$ cat src/rtl/branch_commit_unit_pkg.sv
// Shared constants and helpers for the branch commit unit.
package branch_commit_unit_pkg;

   // Default number of queued predictor updates.
   localparam int BCU_FIFO_DEPTH = 4;

   // Fall-through distance for a not-taken branch.
   localparam int PC_STEP = 4;

   // A queued update is {taken, branch_pc}.
   function automatic int bcu_entry_width(input int aw);
      return aw + 1;
   endfunction

   // Pointer width for a power-of-two queue.
   function automatic int bcu_ptr_width(input int depth);
      return $clog2(depth);
   endfunction

endpackage

$ cat src/rtl/branch_commit_unit_if.sv
// ROB-to-branch-commit-unit bus.
// Handshake: commit_ready_to_rob is driven by the unit from registered state
// and is valid at the start of the cycle. The ROB may raise any
// commit_valid_from_rob bit only in a cycle where commit_ready_to_rob is 1;
// each valid lane in such a cycle is consumed at the rising clock edge.
// Lanes presented while ready is 0 are dropped.
interface branch_commit_unit_if #(parameter int AW = 32);
   logic            commit_ready_to_rob;
   logic [1:0]      commit_valid_from_rob;
   logic [1:0]      is_branch_from_rob;
   logic [2*AW-1:0] pc_from_rob;
   logic [1:0]      predicted_jump_from_rob;
   logic [1:0]      real_jump_from_rob;
   logic [2*AW-1:0] target_pc_from_rob;

   modport master (
      input  commit_ready_to_rob,
      output commit_valid_from_rob, is_branch_from_rob, pc_from_rob,
      output predicted_jump_from_rob, real_jump_from_rob, target_pc_from_rob
   );

   modport slave (
      output commit_ready_to_rob,
      input  commit_valid_from_rob, is_branch_from_rob, pc_from_rob,
      input  predicted_jump_from_rob, real_jump_from_rob, target_pc_from_rob
   );
endinterface

$ cat src/rtl/branch_update_fifo.sv
// Two-write / one-read circular queue of predictor updates.
// wr_en[0] data is older than wr_en[1] data; a lone write lands at the tail.
module branch_update_fifo
   import branch_commit_unit_pkg::*;
#(
   parameter int DEPTH = BCU_FIFO_DEPTH,
   parameter int WIDTH = 33,
   localparam int PW   = bcu_ptr_width(DEPTH),
   localparam int CW   = PW + 1
) (
   input  logic             clk,
   input  logic             rst_n,
   input  logic [1:0]       wr_en,
   input  logic [WIDTH-1:0] wr_data0,
   input  logic [WIDTH-1:0] wr_data1,
   input  logic             rd_en,
   output logic [WIDTH-1:0] rd_data,
   output logic [CW-1:0]    count,
   output logic [CW-1:0]    free_slots,
   output logic             empty
);

   logic [WIDTH-1:0] mem_q [DEPTH];
   logic [WIDTH-1:0] mem_d [DEPTH];
   logic [PW-1:0]    wptr_q, wptr_d;
   logic [PW-1:0]    rptr_q, rptr_d;
   logic [CW-1:0]    count_q, count_d;
   logic [1:0]       n_wr;
   logic             pop;

   assign empty      = (count_q == '0);
   assign count      = count_q;
   assign free_slots = CW'(DEPTH) - count_q;
   assign rd_data    = mem_q[rptr_q];

   // Next-state: write up to two entries in order, pop the head on request.
   always_comb begin
      mem_d   = mem_q;
      n_wr    = {1'b0, wr_en[0]} + {1'b0, wr_en[1]};
      pop     = rd_en & ~empty;
      if (wr_en[0]) begin
         mem_d[wptr_q] = wr_data0;
      end
      if (wr_en[1]) begin
         mem_d[wr_en[0] ? wptr_q + PW'(1) : wptr_q] = wr_data1;
      end
      wptr_d  = wptr_q + PW'(n_wr);
      rptr_d  = rptr_q + PW'(pop);
      count_d = count_q + CW'(n_wr) - CW'(pop);
   end

   // Storage and pointer registers.
   always_ff @(posedge clk or negedge rst_n) begin
      if (!rst_n) begin
         for (int i = 0; i < DEPTH; i++) mem_q[i] <= '0;
         wptr_q  <= '0;
         rptr_q  <= '0;
         count_q <= '0;
      end else begin
         mem_q   <= mem_d;
         wptr_q  <= wptr_d;
         rptr_q  <= rptr_d;
         count_q <= count_d;
      end
   end

endmodule

$ cat src/rtl/branch_commit_unit.sv
// Queues committed conditional-branch outcomes from a two-wide ROB, drains one
// update per cycle to the branch predictor, redirects fetch on a mispredict and
// keeps saturating branch / mispredict statistics.
module branch_commit_unit
   import branch_commit_unit_pkg::*;
#(
   parameter int FIFO_DEPTH = BCU_FIFO_DEPTH,
   parameter int ADDR_WIDTH = 32,
   parameter int CNT_WIDTH  = 32
) (
   input  logic                  clk,
   input  logic                  rst,
   branch_commit_unit_if.slave   rob,
   output logic                  enable_sign_to_pre,
   output logic                  jump_sign_to_pre,
   output logic [ADDR_WIDTH-1:0] jump_target_pc_to_pre,
   output logic                  rollback_sign_to_fch,
   output logic [ADDR_WIDTH-1:0] rollback_pc_to_fch,
   output logic [CNT_WIDTH-1:0]  branch_cnt,
   output logic [CNT_WIDTH-1:0]  mispredict_cnt
);

   localparam int AW = ADDR_WIDTH;
   localparam int EW = bcu_entry_width(AW);
   localparam int FW = bcu_ptr_width(FIFO_DEPTH) + 1;

   logic [AW-1:0] pc0, pc1, tgt0, tgt1;
   logic [1:0]    mis, qual;
   logic          ready, fifo_empty;
   logic [FW-1:0] free_slots, fifo_count;
   logic [EW-1:0] head;

   logic          upd_en_q, upd_en_d, upd_jump_q, upd_jump_d;
   logic [AW-1:0] upd_pc_q, upd_pc_d;
   logic          rb_sign_q, rb_sign_d;
   logic [AW-1:0] rb_pc_q, rb_pc_d;
   logic [CNT_WIDTH-1:0] branch_cnt_q, branch_cnt_d, mis_cnt_q, mis_cnt_d;
   logic [CNT_WIDTH:0]   br_sum, mis_sum;
   logic [1:0]           br_inc;

   assign pc0  = rob.pc_from_rob[AW-1:0];
   assign pc1  = rob.pc_from_rob[2*AW-1:AW];
   assign tgt0 = rob.target_pc_from_rob[AW-1:0];
   assign tgt1 = rob.target_pc_from_rob[2*AW-1:AW];

   // Ready comes from registered occupancy, so two writes plus one pop can never overflow.
   assign ready = (free_slots >= FW'(2));
   assign rob.commit_ready_to_rob = ready;

   // Lane qualify; a mispredicting lane 0 squashes the younger lane 1.
   always_comb begin
      mis     = rob.predicted_jump_from_rob ^ rob.real_jump_from_rob;
      qual[0] = rob.commit_valid_from_rob[0] & rob.is_branch_from_rob[0] & ready;
      qual[1] = rob.commit_valid_from_rob[1] & rob.is_branch_from_rob[1] & ready
                & ~(qual[0] & mis[0]);
   end

   branch_update_fifo #(
      .DEPTH (FIFO_DEPTH),
      .WIDTH (EW)
   ) u_fifo (
      .clk        (clk),
      .rst_n      (rst),
      .wr_en      (qual),
      .wr_data0   ({rob.real_jump_from_rob[0], pc0}),
      .wr_data1   ({rob.real_jump_from_rob[1], pc1}),
      .rd_en      (~fifo_empty),
      .rd_data    (head),
      .count      (fifo_count),
      .free_slots (free_slots),
      .empty      (fifo_empty)
   );

   // Predictor update: pop the head whenever the queue holds something.
   always_comb begin
      upd_en_d   = ~fifo_empty;
      upd_jump_d = upd_jump_q;
      upd_pc_d   = upd_pc_q;
      if (!fifo_empty) begin
         upd_jump_d = head[AW];
         upd_pc_d   = head[AW-1:0];
      end
   end

   // Fetch redirect from the oldest qualifying mispredicting lane.
   always_comb begin
      rb_sign_d = 1'b0;
      rb_pc_d   = rb_pc_q;
      if (qual[0] && mis[0]) begin
         rb_sign_d = 1'b1;
         rb_pc_d   = rob.real_jump_from_rob[0] ? tgt0 : pc0 + AW'(PC_STEP);
      end else if (qual[1] && mis[1]) begin
         rb_sign_d = 1'b1;
         rb_pc_d   = rob.real_jump_from_rob[1] ? tgt1 : pc1 + AW'(PC_STEP);
      end
   end

   // Saturating statistics; the carry bit of the widened sum flags saturation.
   always_comb begin
      br_inc       = {1'b0, qual[0]} + {1'b0, qual[1]};
      br_sum       = {1'b0, branch_cnt_q} + {{(CNT_WIDTH-1){1'b0}}, br_inc};
      mis_sum      = {1'b0, mis_cnt_q} + {{CNT_WIDTH{1'b0}}, rb_sign_d};
      branch_cnt_d = br_sum[CNT_WIDTH]  ? '1 : br_sum[CNT_WIDTH-1:0];
      mis_cnt_d    = mis_sum[CNT_WIDTH] ? '1 : mis_sum[CNT_WIDTH-1:0];
   end

   // Output and statistics registers.
   always_ff @(posedge clk or negedge rst) begin
      if (!rst) begin
         upd_en_q     <= 1'b0;
         upd_jump_q   <= 1'b0;
         upd_pc_q     <= '0;
         rb_sign_q    <= 1'b0;
         rb_pc_q      <= '0;
         branch_cnt_q <= '0;
         mis_cnt_q    <= '0;
      end else begin
         upd_en_q     <= upd_en_d;
         upd_jump_q   <= upd_jump_d;
         upd_pc_q     <= upd_pc_d;
         rb_sign_q    <= rb_sign_d;
         rb_pc_q      <= rb_pc_d;
         branch_cnt_q <= branch_cnt_d;
         mis_cnt_q    <= mis_cnt_d;
      end
   end

   assign enable_sign_to_pre    = upd_en_q;
   assign jump_sign_to_pre      = upd_jump_q;
   assign jump_target_pc_to_pre = upd_pc_q;
   assign rollback_sign_to_fch  = rb_sign_q;
   assign rollback_pc_to_fch    = rb_pc_q;
   assign branch_cnt            = branch_cnt_q;
   assign mispredict_cnt        = mis_cnt_q;

endmodule

$ cat src/flat_wrapper.sv
// flat-port wrapper written by rule: the top's interface ports become plain ports
module branch_commit_unit_flat import branch_commit_unit_pkg::*;
#(
   parameter int FIFO_DEPTH = BCU_FIFO_DEPTH,
   parameter int ADDR_WIDTH = 32,
   parameter int CNT_WIDTH  = 32
)
  (clk, rst, enable_sign_to_pre, jump_sign_to_pre, jump_target_pc_to_pre, rollback_sign_to_fch, rollback_pc_to_fch, branch_cnt, mispredict_cnt, rob_commit_ready_to_rob, rob_commit_valid_from_rob, rob_is_branch_from_rob, rob_pc_from_rob, rob_predicted_jump_from_rob, rob_real_jump_from_rob, rob_target_pc_from_rob);
  branch_commit_unit_if #(.AW((32))) rob_i ();
  input  logic clk;
  input  logic rst;
  output logic enable_sign_to_pre;
  output logic jump_sign_to_pre;
  output logic [ADDR_WIDTH-1:0] jump_target_pc_to_pre;
  output logic rollback_sign_to_fch;
  output logic [ADDR_WIDTH-1:0] rollback_pc_to_fch;
  output logic [CNT_WIDTH-1:0] branch_cnt;
  output logic [CNT_WIDTH-1:0] mispredict_cnt;
  output wire logic [$bits(rob_i.commit_ready_to_rob)-1:0] rob_commit_ready_to_rob;
  input wire logic [$bits(rob_i.commit_valid_from_rob)-1:0] rob_commit_valid_from_rob;
  input wire logic [$bits(rob_i.is_branch_from_rob)-1:0] rob_is_branch_from_rob;
  input wire logic [$bits(rob_i.pc_from_rob)-1:0] rob_pc_from_rob;
  input wire logic [$bits(rob_i.predicted_jump_from_rob)-1:0] rob_predicted_jump_from_rob;
  input wire logic [$bits(rob_i.real_jump_from_rob)-1:0] rob_real_jump_from_rob;
  input wire logic [$bits(rob_i.target_pc_from_rob)-1:0] rob_target_pc_from_rob;
  assign rob_commit_ready_to_rob = rob_i.commit_ready_to_rob;
  assign rob_i.commit_valid_from_rob = rob_commit_valid_from_rob;
  assign rob_i.is_branch_from_rob = rob_is_branch_from_rob;
  assign rob_i.pc_from_rob = rob_pc_from_rob;
  assign rob_i.predicted_jump_from_rob = rob_predicted_jump_from_rob;
  assign rob_i.real_jump_from_rob = rob_real_jump_from_rob;
  assign rob_i.target_pc_from_rob = rob_target_pc_from_rob;
  branch_commit_unit #(.FIFO_DEPTH(FIFO_DEPTH), .ADDR_WIDTH(ADDR_WIDTH), .CNT_WIDTH(CNT_WIDTH)) u_core (.clk(clk), .rst(rst), .rob(rob_i), .enable_sign_to_pre(enable_sign_to_pre), .jump_sign_to_pre(jump_sign_to_pre), .jump_target_pc_to_pre(jump_target_pc_to_pre), .rollback_sign_to_fch(rollback_sign_to_fch), .rollback_pc_to_fch(rollback_pc_to_fch), .branch_cnt(branch_cnt), .mispredict_cnt(mispredict_cnt));
endmodule
$ cat config.mk
export PLATFORM = sky130hd
export DESIGN_NAME = branch_commit_unit_flat
export DESIGN_NICKNAME = d
export VERILOG_FILES = /design/src/rtl/branch_commit_unit_pkg.sv /design/src/rtl/branch_commit_unit_if.sv /design/src/rtl/branch_update_fifo.sv /design/src/rtl/branch_commit_unit.sv /design/src/flat_wrapper.sv
export SDC_FILE = /design/constraint.sdc
export NUM_CORES = 1
export LEC_CHECK = 0
export ABC_CLOCK_PERIOD_IN_PS = 11100
export BUFFER_PORTS_ARGS = -buffer_cell sky130_fd_sc_hd__buf_4
export CAP_MARGIN = 15
export CORE_UTILIZATION = 60
export CTS_CLUSTER_SIZE = 16
export DETAILED_ROUTE_END_ITERATION = 10
export PLACE_DENSITY = 0.85
export SKIP_CTS_REPAIR_TIMING = 1
export SLEW_MARGIN = 10
export SYNTH_ARGS = -nofsm -noshare
export SYNTH_HDL_FRONTEND = slang
export SYNTH_SLANG_ARGS = --single-unit
$ cat constraint.sdc
create_clock -name clk -period 11.1 [get_ports clk]
set_input_delay 2.22 -clock clk [delete_from_list [all_inputs] [get_ports clk]]
set_output_delay 2.22 -clock clk [all_outputs]
set_load 0.1 [all_outputs]
; Word-level counts from Yosys, hierarchy flattened
; Index checks and enable logic that the tools add are counted.
[classes]
n_mux = 20
addsub = 11
bitwise_logic = 12
reduce_logical = 6
magnitude_cmp = 6
[op_table]
columns = op, count
row1 = $bwmux W132, 2
row2 = $mux W132, 2
row3 = $mux W32, 6
row4 = $demux W33 S2, 2
row5 = $mux W33, 4
row6 = $bmux W33 S2, 1
row7 = $add A32 B3 Y32 const B, 2
row8 = $add A32 B1 Y33, 1
row9 = $add A32 B2 Y33, 1
row10 = $ge A3 B3 Y1 const B, 3
row11 = $not A2 Y3, 3
row12 = $and A1 B1 Y1, 6
row13 = $lt A3 B1 Y1 const B, 2
row14 = $logic_and A1 B1 Y1, 4
row15 = $add A3 B2 Y3, 1
row16 = $ge A3 B2 Y1 const B, 1
row17 = $logic_not A3 Y1, 1
row18 = $sub A3 B1 Y3, 1
row19 = $sub A3 B3 Y3 const A, 1
row20 = $add A1 B1 Y2, 1
row21 = $add A2 B1 Y2, 1
row22 = $add A2 B1 Y2 const B, 1
row23 = $add A2 B2 Y2, 1
row24 = $mux W1, 2
row25 = other kinds (4), 5
[totals]
inputBits = 138
word_cells = 69
reg_bits = 270
output_inout_bits = 132

; Depth between registers and ports, before layout
[depth]
ltp_word = 11
depth_mapped = 17
mapped_depth_nobuf = 15

; By module
; A second synthesis with hierarchy kept.
[hier_totals]
cells_unflattened = 1341
hier_area_um2 = 15605.0
[by_module_without_submodules]
columns = mod, cells_each, n_inst, seq_area_each_um2, area_each_um2
row1 = branch_update_fifo, 516, 1, 3478.3, 7925.1
row2 = branch_commit_unit, 825, 1, 3278.1, 7679.9

; Worst setup path before layout
; No wires, ideal clock.
[synth_path]
kind = input to register
start = input rob_real_jump_from_rob[1]
end = register u_core.mis_cnt_q[27], in the netlist u_core.mispredict_cnt[27]
required_time_ns = 10.972
path_slack_ns = 6.041
setup_time_ns = 0.128
path_stages = 11
arrival_ns = 4.931
n_path_buf = 1
path_cell_list = clkbuf_1 -> nand2b_1 -> a211oi_1 -> nor2_1 -> inv_2 -> ha_1 -> nand4_1 -> or3_4 -> nor4_4 -> nand4_1 -> mux2_1
[synth_between]
elab_chain_cells = 6
[synth_rtl]
columns = item, line
row1 = "start, declared", flat_wrapper.sv:24  ; input wire logic [$bits(rob_i.real_jump_from_rob)-1:0] rob_real_jump_from_rob;
row2 = $xor A2 B2 Y2, branch_commit_unit.sv:52  ; mis = rob.predicted_jump_from_rob ^ rob.real_jump_from_rob;
row3 = $logic_and A1 B1 Y1, branch_commit_unit.sv:92  ; end else if (qual[1] && mis[1]) begin
row4 = $mux W1, branch_commit_unit.sv:92
row5 = $mux W1, branch_commit_unit.sv:89  ; if (qual[0] && mis[0]) begin
row6 = via u_core.rb_sign_d, branch_commit_unit.sv:35  ; logic rb_sign_q, rb_sign_d;
row7 = $add A32 B1 Y33, branch_commit_unit.sv:102  ; mis_sum = {1'b0, mis_cnt_q} + {{CNT_WIDTH{1'b0}}, rb_sign_d};
row8 = $mux W32, branch_commit_unit.sv:104  ; mis_cnt_d = mis_sum[CNT_WIDTH] ? '1 : mis_sum[CNT_WIDTH-1:0];
row9 = via u_core.mis_cnt_d[27], branch_commit_unit.sv:37  ; logic [CNT_WIDTH-1:0] branch_cnt_q, branch_cnt_d, mis_cnt_q, mis_cnt_d;
row10 = "end signal, assigned", branch_commit_unit.sv:124  ; mis_cnt_q <= mis_cnt_d;
row11 = "end, declared", branch_commit_unit.sv:37
; The timed path passes the listed nets, and every way through them passes these cells.
; A chain may end at the register's enable or synchronous reset.

; Worst setup path in the final report
[layout_path]
start = input rob_real_jump_from_rob[0]
end = register u_core.mis_cnt_q[6], in the netlist u_core.mispredict_cnt[6]
[layout_between]
elab_chain_cells = 9
elab_cells_between_ends = 10
cone_classes = add/sub (1) / mux (3) / bitwise (4) / reduce/logical (2)
[layout_rtl]
columns = item, line
row1 = $xor A2 B2 Y2 *, branch_commit_unit.sv:52
row2 = $and A1 B1 Y1, branch_commit_unit.sv:55  ; & ~(qual[0] & mis[0]);
row3 = $not A1 Y1, branch_commit_unit.sv:55
row4 = $and A1 B1 Y1, branch_commit_unit.sv:55
row5 = $logic_and A1 B1 Y1, branch_commit_unit.sv:92
row6 = $mux W1, branch_commit_unit.sv:92
row7 = $mux W1 *, branch_commit_unit.sv:89
row8 = via u_core.rb_sign_d, branch_commit_unit.sv:35
row9 = $add A32 B1 Y33 *, branch_commit_unit.sv:102
row10 = $mux W32 *, branch_commit_unit.sv:104
row11 = via u_core.mis_cnt_d[6], branch_commit_unit.sv:37
; The timed path passes the listed nets; every way through them passes the cells marked *.

==> results by group <==
Run status
  • Status: finished clean

Worst setup path
  • CP max stage cell: nand2_1
  • Crit path max fanout: 29
  • CP max stage delay: 0.64 ns
  • Critical path class: in2reg
  • CP cell instances: buf_4 > xor2_1 > and3_1 > nor2_2 > inv_2 > ha_1 > nand4_1 > or3_4 > nor4_4 > nand2_1 > o21ai_0
  • Req. time, crit path: 11.55 ns
  • WP data arrival: 6.20 ns
  • Cell family with most CP delay: simple AND/OR/NAND/NOR gates
  • Setup crit end: u_core.mispredict_cnt[6]$_DFF_PN0_
  • R2R Setup Slk: 6.33 ns
  • Worst path bufs/invs: 2
  • Worst setup EP type: flip-flop
  • Reg-to-Reg End: u_core.branch_cnt[24]$_DFF_PN0_
  • FF-to-FF Start: u_core.u_fifo.count[0]$_DFF_PN0_
  • Launch point of the worst path: rob_real_jump_from_rob[0]
  • R2R cell count: 15
  • Worst Setup Start Kind: primary input
  • Worst path depth: 11

Timing
  • Fmax achieved: 0.1740 GHz
  • Max-slew violations: 0
  • Skew final: 0.01122 ns
  • Hold_ws: 0.4742 ns
  • Final setup fails: 0
  • RSZ-0062 raised after global routing: no
  • Slew Limit Headroom: 0.2523
  • Setup TNS: 0 ns
  • Worst slew pin tran: 1.112 ns
  • Tcrit/Tclk final: 0.5179
  • Hold Violations, Final: 0
  • Minimum clock period: 5.749 ns

Clock tree
  • Clock Path Buffers: 3
  • Num CTS Buffers: 29
  • CTS tree: done
  • Root buf cell: clkbuf_16
  • Worst-path clk slew: 0.06 ns
  • Skew-Pair Late Insertion Delay: 0.55 ns
  • H-tree Lvls: 1
  • Clock Sinks: 270

Place
  • Detailed Place HPWL: 31270 µm
  • Port Buffer Count: 269
  • Routability congestion estimate: 0.9508

Final layout
  • Nets: 1935
  • Fraction of layout cells with a size suffix above 1: 0.2269
  • Most frequent cells in the layout: 286 x buf_4, 269 x dfrtp_1, 268 x nand2_1, 146 x mux2i_1, 106 x nor2_1
  • Fillers: 1777
  • Area occupied by multi-input gates: 0.007838 mm²
  • Reg area: 0.006758 mm²
  • Commonest non-fill, non-tap cell in the layout: buf_4
  • Area Overhead vs Synth: 19.52%

Synthesis
  • Synthesized-area fraction occupied by adder cells: 0.01741
  • Async SR Flop Fraction: 1.000
  • Multiplexer share of the synthesized area: 0.1528
  • Register area share after synthesis: 0.4435
  • Post-Synthesis Cells: 1587
  • Synthesis Warnings: 0
  • Main combinational cell family by area after synthesis: simple AND/OR/NAND/NOR gates
  • Post-synth EDFFs: 0
  • Post-Syn Area: 0.01523 mm²
  • Seq cells post-synth: 270
  • XOR/XNOR share of the synthesized area: 0.04944
  • Top FF cell, synth: dfrtp_1
  • Post-synthesis compound-gate area fraction: 0.1105
  • Mapped Avg Cell Area: 9.600 µm²
  • Syn nets: 1745
  • Post-Synth Simple-Gate Area: 0.1800
  • Unique cell type count in the Yosys netlist: 75

Flow run
  • Number of max-cap violations: 0

Global routing
  • Largest net degree at the start of global routing: 82
  • GRT overflow: 0
  • Total track usage: 0.3555
  • Vias in the first global route: 13.23k
  • Initial antenna violation count: 0
  • Global-route wire length before repair: 71860 µm

Power and ir drop
  • Leakage power: 0.008991 µW
  • Peak VDD IR: 0.3363 mV
  • Pwr Density: 293.8 mW/mm²

Routing
  • WL/cell: 21.73 µm
  • Residual DRC count: 0
  • Final WL: 46140 µm
  • DR vias: 13.55k
  • 1st-iter DRT viols: 1237
  • Final ANT Viol Nets: 0
  • Pre-antenna DRT Iters: 6
  • Vias per inst: 6.382

Die
  • Die height: 161.3 µm
  • Num ports: 270
  • Core area: 0.02460 mm²
  • Row cnt: 57
  • Initial cell density of the core: 0.6192
  • Die width: 161.3 µm
  • Die area: 0.02603 mm²

Hold path
  • Hold Path Class: reg2reg
==> cell type report <==
cell class | count | share of cell area
Clock inverter | 8 | 0.004054
Sequential cell | 270 | 0.3711
Antenna cell | 1 | 0.0001374
Clock buffer | 44 | 0.04624
Timing Repair Buffer | 287 | 0.1187
Inverter | 34 | 0.007009
Tap cell | 324 | 0.02226
Multi-Input combinational cell | 1155 | 0.4304
==> worst min-delay path, stage by stage (launching register included) <==
cell and delay (ns):
dfrtp_1 0.34, nand2_1 0.06, nand2_1 0.05
==> logic make-up after synthesis <==
kind of cell | after synthesis
compound gates | 275
xor+xnor | 86
fa+ha+maj | 20
buf+inv | 162
flops | 270
mux | 190
simple gates | 584
==> metrics by stage <==
step / util / cells / power [µW] / instance area [µm²] / worst slack, ns
after floorplan: - / 1587 / 3692 / 15230 / 6.041
after global placement: 0.7027 / 2070 / 4282 / 17290 / 5.154
after detailed placement: 0.7027 / 2070 / 4372 / 17290 / 4.987
after CTS: 0.7399 / 2122 / 5332 / 18210 / 5.486
after global routing: 0.7399 / 2122 / 5576 / 18210 / 5.135
final: 0.7400 / 2123 / 5349 / 18210 / 5.351
==> cells in the mapped netlist (30+ instances only) <==
cell,instances,area share
clkbuf_1,71,0.017
xor2_1,41,0.024
nor2_1,107,0.026
buf_2,39,0.013
mux2i_1,146,0.096
inv_1,30,0.0074
o21ai_0,93,0.031
mux4_2,33,0.049
nand2_1,272,0.067
a21oi_1,80,0.026
xnor2_1,45,0.026
nand3_1,47,0.015
dfrtp_1,270,0.44
==> power by group <==
group          internal, µW  total, µW  switching [µW]  leakage [µW]
Clock                   544        944             400      0.000446
Sequential             1390       1670             271       0.00332
Combinational           832       2740            1910       0.00523
==> registers in the layout, summed over array words and instances, names as in the netlist <==
register,cells
u_core.u_fifo.rptr_q,2
u_core.enable_sign_to_pre,1
u_core.mispredict_cnt,32
u_core.jump_target_pc_to_pre,32
u_core.rollback_sign_to_fch,1
u_core.jump_sign_to_pre,1
u_core.u_fifo.mem_q,132
u_core.u_fifo.count,3
u_core.branch_cnt,32
u_core.rollback_pc_to_fch,32
u_core.u_fifo.wptr_q,2
==> worst min-delay path by stage <==
stage / startpoint / endpoint / slack, ns / cells after the start
2_1_floorplan: u_core.u_fifo.count[2]$_DFF_PN0_ / u_core.u_fifo.count[2]$_DFF_PN0_ / 0.45 / 1
3_3_place_gp: u_core.jump_target_pc_to_pre[15]$_DFFE_PN0N_ / u_core.jump_target_pc_to_pre[15]$_DFFE_PN0N_ / 0.46 / 2
3_5_place_dp: u_core.jump_target_pc_to_pre[17]$_DFFE_PN0N_ / u_core.jump_target_pc_to_pre[17]$_DFFE_PN0N_ / 0.46 / 2
4_1_cts: u_core.jump_target_pc_to_pre[6]$_DFFE_PN0N_ / u_core.jump_target_pc_to_pre[6]$_DFFE_PN0N_ / 0.48 / 2
5_1_grt: u_core.jump_target_pc_to_pre[14]$_DFFE_PN0N_ / u_core.jump_target_pc_to_pre[14]$_DFFE_PN0N_ / 0.50 / 2
6_report: u_core.jump_target_pc_to_pre[6]$_DFFE_PN0N_ / u_core.jump_target_pc_to_pre[6]$_DFFE_PN0N_ / 0.47 / 2
==> per-layer routing <==
| metal | track usage | part of all wire |
|---|---|---|
| met1 | 0.4750 | 0.38 |
| met2 | 0.5725 | 0.47 |
| met3 | 0.06343 | 0.10 |
| met4 | 0.1531 | 0.044 |
| met5 | 0 | 0 |
No activity file was read; power rests on OpenSTA's default activity.
